===== config.mk =====
export PLATFORM = sky130hd
export DESIGN_NAME = turn_sequencer
export DESIGN_NICKNAME = d
export VERILOG_FILES = /design/src/rtl/battle_pkg.sv /design/src/rtl/next_alive.sv /design/src/rtl/turn_sequencer.sv
export SDC_FILE = /design/constraint.sdc
export NUM_CORES = 1
export LEC_CHECK = 0
export ABC_AREA = 1
export BUFFER_PORTS_ARGS = -buffer_cell sky130_fd_sc_hd__buf_2
export CELL_PAD_IN_SITES_DETAIL_PLACEMENT = 2
export CELL_PAD_IN_SITES_GLOBAL_PLACEMENT = 2
export CORE_MARGIN = 2
export CORE_UTILIZATION = 29
export CTS_CLUSTER_SIZE = 8
export DETAILED_ROUTE_END_ITERATION = 8
export HOLD_SLACK_MARGIN = 0.03
export PLACE_DENSITY_LB_ADDON = 0.1
export SYNTH_ARGS = -nofsm -noshare
export SYNTH_HDL_FRONTEND = slang
export SYNTH_SLANG_ARGS = --single-unit

===== constraint.sdc =====
create_clock -name Clk -period 8 [get_ports Clk]
set_input_delay 2 -clock Clk [delete_from_list [all_inputs] [get_ports Clk]]
set_output_delay 2 -clock Clk [all_outputs]
set_load 0.05 [all_outputs]

===== src/rtl/battle_pkg.sv =====
// Shared types and defaults for the battle turn sequencer slice.
package battle_pkg;

  localparam int DEF_NUM_MON = 3;
  localparam int DEF_HP_W    = 8;
  localparam int DEF_IDX_W   = 2;

  typedef enum logic [2:0] {
    S_IDLE,
    S_REQ1,
    S_MSG1,
    S_REQ2,
    S_MSG2,
    S_FAINT_CHK,
    S_OVER
  } seq_state_t;

  localparam logic [2:0] PH_IDLE   = 3'd0;
  localparam logic [2:0] PH_PLAYER = 3'd1;
  localparam logic [2:0] PH_ENEMY  = 3'd2;
  localparam logic [2:0] PH_WIN    = 3'd3;
  localparam logic [2:0] PH_LOSE   = 3'd4;

endpackage


===== src/rtl/next_alive.sv =====
// Finds the next mon with HP > 0, searching upward from cur+1 and wrapping.
module next_alive
  import battle_pkg::*;
#(
  parameter int NUM_MON = DEF_NUM_MON,
  parameter int HP_W    = DEF_HP_W,
  parameter int IDX_W   = DEF_IDX_W
) (
  input  logic [NUM_MON*HP_W-1:0] hp,
  input  logic [IDX_W-1:0]        cur,
  output logic [IDX_W-1:0]        next_idx,
  output logic                    any_alive
);

  // Walk offsets from the far end down so the nearest live mon wins.
  always_comb begin
    next_idx  = cur;
    any_alive = 1'b0;
    for (int k = NUM_MON; k >= 1; k--) begin
      if (hp[((int'(cur) + k) % NUM_MON)*HP_W +: HP_W] != '0) begin
        next_idx  = IDX_W'((int'(cur) + k) % NUM_MON);
        any_alive = 1'b1;
      end
    end
  end

endmodule


===== src/rtl/turn_sequencer.sv =====
// Sequences one battle turn: speed ordering, damage requests, HP, fainting, win/lose.
module turn_sequencer
  import battle_pkg::*;
#(
  parameter int NUM_MON = DEF_NUM_MON,
  parameter int HP_W    = DEF_HP_W,
  parameter int IDX_W   = DEF_IDX_W
) (
  input  logic                    Clk,
  input  logic                    Reset,
  input  logic                    load,
  input  logic [NUM_MON*HP_W-1:0] player_maxhp,
  input  logic [NUM_MON*HP_W-1:0] enemy_maxhp,
  input  logic                    start_turn,
  input  logic [HP_W-1:0]         player_speed,
  input  logic [HP_W-1:0]         enemy_speed,
  output logic                    calc_req,
  output logic                    calc_is_player,
  input  logic                    calc_ack,
  input  logic [HP_W-1:0]         calc_damage,
  input  logic                    advance,
  output logic [NUM_MON*HP_W-1:0] player_hp,
  output logic [NUM_MON*HP_W-1:0] enemy_hp,
  output logic [IDX_W-1:0]        cur_mon,
  output logic [IDX_W-1:0]        opp_mon,
  output logic [2:0]              phase,
  output logic                    busy,
  output logic                    turn_done,
  output logic                    battle_over,
  output logic                    result
);

  seq_state_t state, state_n;

  logic [NUM_MON*HP_W-1:0] php_q, php_n, ehp_q, ehp_n;
  logic [IDX_W-1:0]        cur_q, cur_n, opp_q, opp_n;
  logic                    first_q, first_n;
  logic                    req_q, req_n;
  logic                    isp_q, isp_n;
  logic                    res_q, res_n;

  logic [IDX_W-1:0] p_next, e_next;
  logic             p_any, e_any;

  logic             attacker_is_player;
  logic [HP_W-1:0]  def_hp, def_hp_after;

  next_alive #(.NUM_MON(NUM_MON), .HP_W(HP_W), .IDX_W(IDX_W)) u_player_alive (
    .hp        (php_q),
    .cur       (cur_q),
    .next_idx  (p_next),
    .any_alive (p_any)
  );

  next_alive #(.NUM_MON(NUM_MON), .HP_W(HP_W), .IDX_W(IDX_W)) u_enemy_alive (
    .hp        (ehp_q),
    .cur       (opp_q),
    .next_idx  (e_next),
    .any_alive (e_any)
  );

  // Second attack swaps roles; defender HP after saturating damage.
  always_comb begin
    attacker_is_player = (state == S_REQ2 || state == S_MSG2) ? ~first_q : first_q;
    def_hp = attacker_is_player ? ehp_q[opp_q*HP_W +: HP_W] : php_q[cur_q*HP_W +: HP_W];
    def_hp_after = (calc_damage >= def_hp) ? '0 : def_hp - calc_damage;
  end

  // Next-state and next-register values for the turn FSM.
  always_comb begin
    state_n = state;
    php_n   = php_q;
    ehp_n   = ehp_q;
    cur_n   = cur_q;
    opp_n   = opp_q;
    first_n = first_q;
    req_n   = req_q;
    isp_n   = isp_q;
    res_n   = res_q;
    if (load) begin
      state_n = S_IDLE;
      php_n   = player_maxhp;
      ehp_n   = enemy_maxhp;
      cur_n   = '0;
      opp_n   = '0;
      req_n   = 1'b0;
      isp_n   = 1'b0;
      res_n   = 1'b0;
    end else begin
      case (state)
        S_IDLE: begin
          if (start_turn) begin
            first_n = (player_speed > enemy_speed);
            isp_n   = (player_speed > enemy_speed);
            req_n   = 1'b1;
            state_n = S_REQ1;
          end
        end
        S_REQ1, S_REQ2: begin
          if (calc_ack) begin
            if (attacker_is_player) begin
              ehp_n[opp_q*HP_W +: HP_W] = def_hp_after;
            end else begin
              php_n[cur_q*HP_W +: HP_W] = def_hp_after;
            end
            req_n   = 1'b0;
            state_n = (state == S_REQ1) ? S_MSG1 : S_MSG2;
          end
        end
        S_MSG1: begin
          if (advance) begin
            if (def_hp == '0) begin
              state_n = S_FAINT_CHK;
            end else begin
              req_n   = 1'b1;
              isp_n   = ~first_q;
              state_n = S_REQ2;
            end
          end
        end
        S_MSG2: begin
          if (advance) begin
            state_n = S_FAINT_CHK;
          end
        end
        S_FAINT_CHK: begin
          if (!e_any) begin
            res_n   = 1'b1;
            state_n = S_OVER;
          end else if (!p_any) begin
            res_n   = 1'b0;
            state_n = S_OVER;
          end else begin
            if (ehp_q[opp_q*HP_W +: HP_W] == '0) begin
              opp_n = e_next;
            end
            if (php_q[cur_q*HP_W +: HP_W] == '0) begin
              cur_n = p_next;
            end
            state_n = S_IDLE;
          end
        end
        S_OVER: begin
          state_n = S_OVER;
        end
        default: begin
          state_n = S_IDLE;
        end
      endcase
    end
  end

  // State and datapath registers with synchronous reset.
  always_ff @(posedge Clk) begin
    if (Reset) begin
      state   <= S_IDLE;
      php_q   <= '0;
      ehp_q   <= '0;
      cur_q   <= '0;
      opp_q   <= '0;
      first_q <= 1'b0;
      req_q   <= 1'b0;
      isp_q   <= 1'b0;
      res_q   <= 1'b0;
    end else begin
      state   <= state_n;
      php_q   <= php_n;
      ehp_q   <= ehp_n;
      cur_q   <= cur_n;
      opp_q   <= opp_n;
      first_q <= first_n;
      req_q   <= req_n;
      isp_q   <= isp_n;
      res_q   <= res_n;
    end
  end

  // Status outputs decoded from the current state.
  always_comb begin
    busy        = (state != S_IDLE) && (state != S_OVER);
    battle_over = (state == S_OVER);
    turn_done   = (state == S_FAINT_CHK) && e_any && p_any;
    case (state)
      S_MSG1, S_MSG2: phase = attacker_is_player ? PH_PLAYER : PH_ENEMY;
      S_OVER:         phase = res_q ? PH_WIN : PH_LOSE;
      default:        phase = PH_IDLE;
    endcase
  end

  assign calc_req       = req_q;
  assign calc_is_player = isp_q;
  assign result         = res_q;
  assign player_hp      = php_q;
  assign enemy_hp       = ehp_q;
  assign cur_mon        = cur_q;
  assign opp_mon        = opp_q;

endmodule


==> Word-level counts from Yosys, hierarchy flattened <==
Index checks and enable logic that the tools add are counted.
{ "op_classes": {"add_sub_neg": 9, "div_mod_pow": 6, "magnitude_cmp": 2, "n_eq_ne": 14, "n_shift": 12, "mux": 48, "bitwise": 2, "n_reduce_logical": 34} }
{ "op_table": {"columns": ["cell", "count"], "rows": [
  ["$mod A32 B3 Y32 const B", 6],
  ["$mux W24", 8],
  ["$shiftx A24 B32 Y8", 6],
  ["$neg A5 Y34", 2],
  ["$shift A8 B34 Y24 const A", 2],
  ["$shiftx A8 B34 Y24", 2],
  ["$bwmux W24", 2],
  ["$reduce_bool A8 Y1", 6],
  ["$shiftx A24 B6 Y8", 2],
  ["$mux W3", 9],
  ["$logic_not A8 Y1", 3],
  ["$pmux W3 S6", 1],
  ["$mux W1", 16],
  ["$mux W8", 2],
  ["$reduce_and A5 Y1", 3],
  ["$mux W2", 7],
  ["$ne A2 B2 Y1 const B", 7],
  ["$add A2 B2 Y3 const B", 4],
  ["$reduce_bool A3 Y1", 4],
  ["$eq A3 B3 Y1 const B", 3],
  ["$reduce_and A3 Y1", 3],
  ["$ge A8 B8 Y1", 1],
  ["$gt A8 B8 Y1", 1],
  ["$reduce_and A4 Y1", 2],
  ["15 further kinds", 25]
]} }
{ "totals": {"ff_bits": 59, "in_bits": 78, "out_inout_bits": 61} }

==> Depth between registers and ports, before layout <==
{ "logic_depth": {"ltp_word": 12, "ltp_mapped": 20, "ltp_nobuf": 19} }

==> Cells and area by module <==
A second synthesis with hierarchy kept.
{ "unflattened": {"hier_cells": 866, "hier_area_um2": 5211.2} }
{ "modules_own_cells": {"columns": ["module", "instances", "cells_each", "area_per_inst_um2", "seq_area_each_um2"], "rows": [
  ["turn_sequencer", 1, 666, 4172.8, 1181.1],
  ["next_alive", 2, 100, 519.2, 0.0]
]} }

==> Least setup slack after synthesis <==
Ideal clock, no wire load.
{ "synth_timing": {"path_type": "register to output", "from": "register cur_q[0], in the netlist cur_mon[0]", "to": "output turn_done", "t_arrival_ps": 2676, "required_time_ps": 6000, "slack_ps": 3324, "stages_incl_launch_ff": 14, "n_path_buf": 0, "path_cell_list": "dfxtp_1 clkinv_1 ha_1 inv_1 nand3_1 inv_1 nand2_1 nand2_1 inv_1 nor2_1 nand2_2 nand3_2 nand2_2 nor2_4"} }
{ "synth_between": {"elab_chain_len": 8, "elab_cells_between_ends": 16, "cone_classes": "3 x add/sub; 3 x div; 3 x shift; 3 x mux; 4 x reduce/logical"} }
{ "synth_lines": {"columns": ["item", "line", "text"], "rows": [
  ["start, declared", "turn_sequencer.sv:36", "logic [IDX_W-1:0] cur_q, cur_n, opp_q, opp_n;"],
  ["start signal, assigned", "turn_sequencer.sv:169", "cur_q <= cur_n;"],
  ["$add A2 B2 Y3", "next_alive.sv:20", "if (hp[((int'(cur) + k) % NUM_MON)*HP_W +: HP_W] != '0) begin"],
  ["$mod A32 B3 Y32", "next_alive.sv:20", null],
  ["$shiftx A24 B32 Y8", "next_alive.sv:20", null],
  ["$reduce_bool A8 Y1", "next_alive.sv:20", null],
  ["$mux W1 (2 in series)", "next_alive.sv:20", null],
  ["$mux W1 (*)", "next_alive.sv:20", null],
  ["$logic_and A1 B1 Y1 (*)", "turn_sequencer.sv:182", "turn_done = (state == S_FAINT_CHK) && e_any && p_any;"],
  ["end, declared", "turn_sequencer.sv:28", "output logic turn_done,"]
]} }
Mark *: on every way between the ends. The rest lies on a longest branch, timed or not.

==> Final worst setup path <==
Ends and elaborated chain as after synthesis.

==> impl_metrics.env <==
export IMPL_die_area_um2=18100
export IMPL_routed_via_density=5.22
export IMPL_finalHoldViolCount=0
export IMPL_ios=139
export IMPL_switchingPower_mw=0.419
export IMPL_synth_xor_area_share=0.00354
export IMPL_period_minus_slack_ns=5.83
export IMPL_synthAdderAreaFrac=0.0899
export IMPL_synth_top_area_share=0.238
export IMPL_synth_nets=934
export IMPL_final_seq_area_um2=1180
export IMPL_pre_cts_ws_ns=2.59
export IMPL_final_layout_size_suffix_gt1_frac=0.195
export IMPL_worst_pin_slew_ns=0.872
export IMPL_fp_dieH_um=135
export IMPL_p_comb_frac=0.308
export IMPL_ant_nets=0
export IMPL_p_seq_frac=0.323
export IMPL_drcViolationCount=0
export IMPL_timing_final_ws_setup_ns=2.17
export IMPL_ctsHoldBuffers=0
export IMPL_num_vias=6115
export IMPL_rsz0062_at_grt="false"
export IMPL_power_total_mw=1.03
export IMPL_multi_input_area_um2=3250
export IMPL_syn_inst=821
export IMPL_wl_per_cell_um=19.8
export IMPL_synth_main_ff_cell="dfxtp_1"
export IMPL_grt_overflow=0
export IMPL_synth_edf_count=0
export IMPL_ys_top_cells_by_area="dfxtp_1, nand2_1, nor2_1"
export IMPL_drtPass1Iterations=7
export IMPL_ys_ff_latch=59
export IMPL_portBuffers=138
export IMPL_num_rows=47
export IMPL_crit_fanout=26
export IMPL_avgSynthCellArea_um2=6.04
export IMPL_grtUsageTotal=0.259
export IMPL_ir_worst_vdd_mv=0.109
export IMPL_cap_violations=0
export IMPL_fill_cells=2106
export IMPL_p_per_area_nw_per_um2=170
export IMPL_slew_headroom=0.418
export IMPL_clock_path_buffers=2
export IMPL_synth_common_cells="nand2_1, nor2_1, inv_1, dfxtp_1, o21ai_0"
export IMPL_clk_latency_ns=0.36
export IMPL_synth_compound_area_share=0.182
export IMPL_initial_core_util=0.298
export IMPL_cp_data_required_time_ns=6.00
export IMPL_syn_area_um2=4950
export IMPL_slew_viol_final=0
export IMPL_drt_iter0_drc=318
export IMPL_timing_fmax_ghz=0.172
export IMPL_critPathKind="reg -> out"
export IMPL_synth_simple_gate_area_share=0.381
export IMPL_synthArstFlopShare=0
export IMPL_yosysUniqueCellTypes=40
export IMPL_antenna_cells=0
export IMPL_post_cts_resized=0
export IMPL_synth_area_leader_cell="dfxtp_1"
export IMPL_cts_made_buffers=9
export IMPL_fin_area_um2=6090
export IMPL_layout_cells_non_filler=1172
export IMPL_core_area_um2=16600
export IMPL_yosys_warnings=0
export IMPL_cts_root_buffer="clkbuf_16"
export IMPL_grt_pass1_wl_um=36100
export IMPL_placed_cells_incl_taps=1156
export IMPL_cts_tree="done"
export IMPL_h_tree_depth=3
export IMPL_fp_dieW_um=135
export IMPL_cp_arrival_ns=3.83
export IMPL_clock_skew_ns=0.00978
export IMPL_cp_end_kind="output pin"
export IMPL_final_period_utilization=0.728
export IMPL_power_leakage_nw=2.99
export IMPL_p_clk_frac=0.369
export IMPL_grt_pass1_vias=6424
export IMPL_dp_hpwl_um=18900
export IMPL_area_delta_synth_final_pct=22.9
export IMPL_synth_most_common_cell="nand2_1"
export IMPL_crit_path_start_kind="flop"
export IMPL_finalSetupTns_ns=0
export IMPL_utilization=0.366
export IMPL_hp_class="reg -> reg"
export IMPL_drt_wl_total_um=23300
export IMPL_hold_slack_ns=0.453
export IMPL_synth_top_family_by_area="simple AND/OR/NAND/NOR gates"
export IMPL_post_cts_buffers=0
export IMPL_place_area_um2=5810
export IMPL_clock_sinks=59
export IMPL_status="finished, final reports clean"
export IMPL_synthMuxAreaShare=0
export IMPL_grt_max_degree=51
export IMPL_antenna_found_initial=0
export IMPL_setup_viol=0
export IMPL_gp_congestion=0.904
export IMPL_seq_area_frac_synth=0.238
export IMPL_nNetsFinal=1060
export IMPL_p_int_mw=0.614
export IMPL_clk_pin_slew_ns=0.06
export IMPL_swShare=0.406
metal layers:
| layer | part of all wire | up-vias | track usage |
|---|---|---|---|
| met2 | 0.51 | 128 | 0.471 |
| li1 | - | 2933 | - |
| met1 | 0.43 | 3020 | 0.309 |
| met5 | 0 | - | 0 |
| met3 | 0.036 | 34 | 0.0450 |
| met4 | 0.023 | 0 | 0.0784 |
worst max-delay path: stages (launching register included):
cell and delay (ns):
dfxtp_1 0.89, clkinv_1 0.59, ha_1 0.50, inv_1 0.26, nand3_1 0.16, inv_1 0.08
nand2_1 0.05, nand2_1 0.06, inv_1 0.04, nor2_1 0.12, nand2_2 0.10, nand3_2 0.14
nand2_2 0.11, nor2_4 0.11, buf_2 0.27
layout make-up:
type | count | area share
Clock buffer | 9 | 0.0370
Clock inverter | 7 | 0.00863
Inverter | 106 | 0.0655
Multi-Input combinational cell | 631 | 0.534
Sequential cell | 59 | 0.194
Tap cell | 220 | 0.0452
Timing Repair Buffer | 140 | 0.116
power by group through the flow:
stage,clock [mW],sequential (mW),combinational (mW)
global route,0.402,0.336,0.348
global placement,0,0.339,0.306
detailed placement,0,0.340,0.318
CTS,0.389,0.333,0.321
finish,0.381,0.333,0.318
floorplan,0,0.385,0.157
cells in the final DEF (no fill, tap or decap), types with 8 or more instances in the layout:
master,instances
buf_2,138
a31oi_1,25
ha_1,34
inv_1,97
nand3_1,51
a21oi_1,46
nor2_1,127
o21ai_0,57
nor3_1,11
nand4_1,9
o211ai_1,8
clkbuf_16,9
nand2_1,217
dfxtp_1,59
path summary, 6_finish.rpt:
check / cells after the start / startpoint / end / slack, ns
worst max register to register: 16 / cur_mon[0]$_SDFFE_PP0P_ / player_hp[16]$_SDFFE_PP0P_ / 3.48
worst min-delay path: 2 / calc_is_player$_SDFFE_PP0P_ / calc_is_player$_SDFFE_PP0P_ / 0.45
worst min register to register: 2 / calc_is_player$_SDFFE_PP0P_ / calc_is_player$_SDFFE_PP0P_ / 0.45
worst max-delay path: 14 / cur_mon[0]$_SDFFE_PP0P_ / turn_done / 2.17
sequential cells by signal, summed over array words and instances (netlist names):
signal	count
calc_is_player	1
state	3
enemy_hp	24
calc_req	1
cur_mon	2
result	1
player_hp	24
first_q	1
opp_mon	2
cells by family (layout without fill, tap and decap cells):
logic type	Yosys count	count (layout)
flip-flops	59	59
AO/OA/AOI/OAI	154	154
XOR/XNOR	2	2
AND/OR/NAND/NOR	440	440
buffers and inverters	131	262
adder cells (fa/ha/maj)	35	35
No activity file was read; power rests on OpenSTA's default activity.
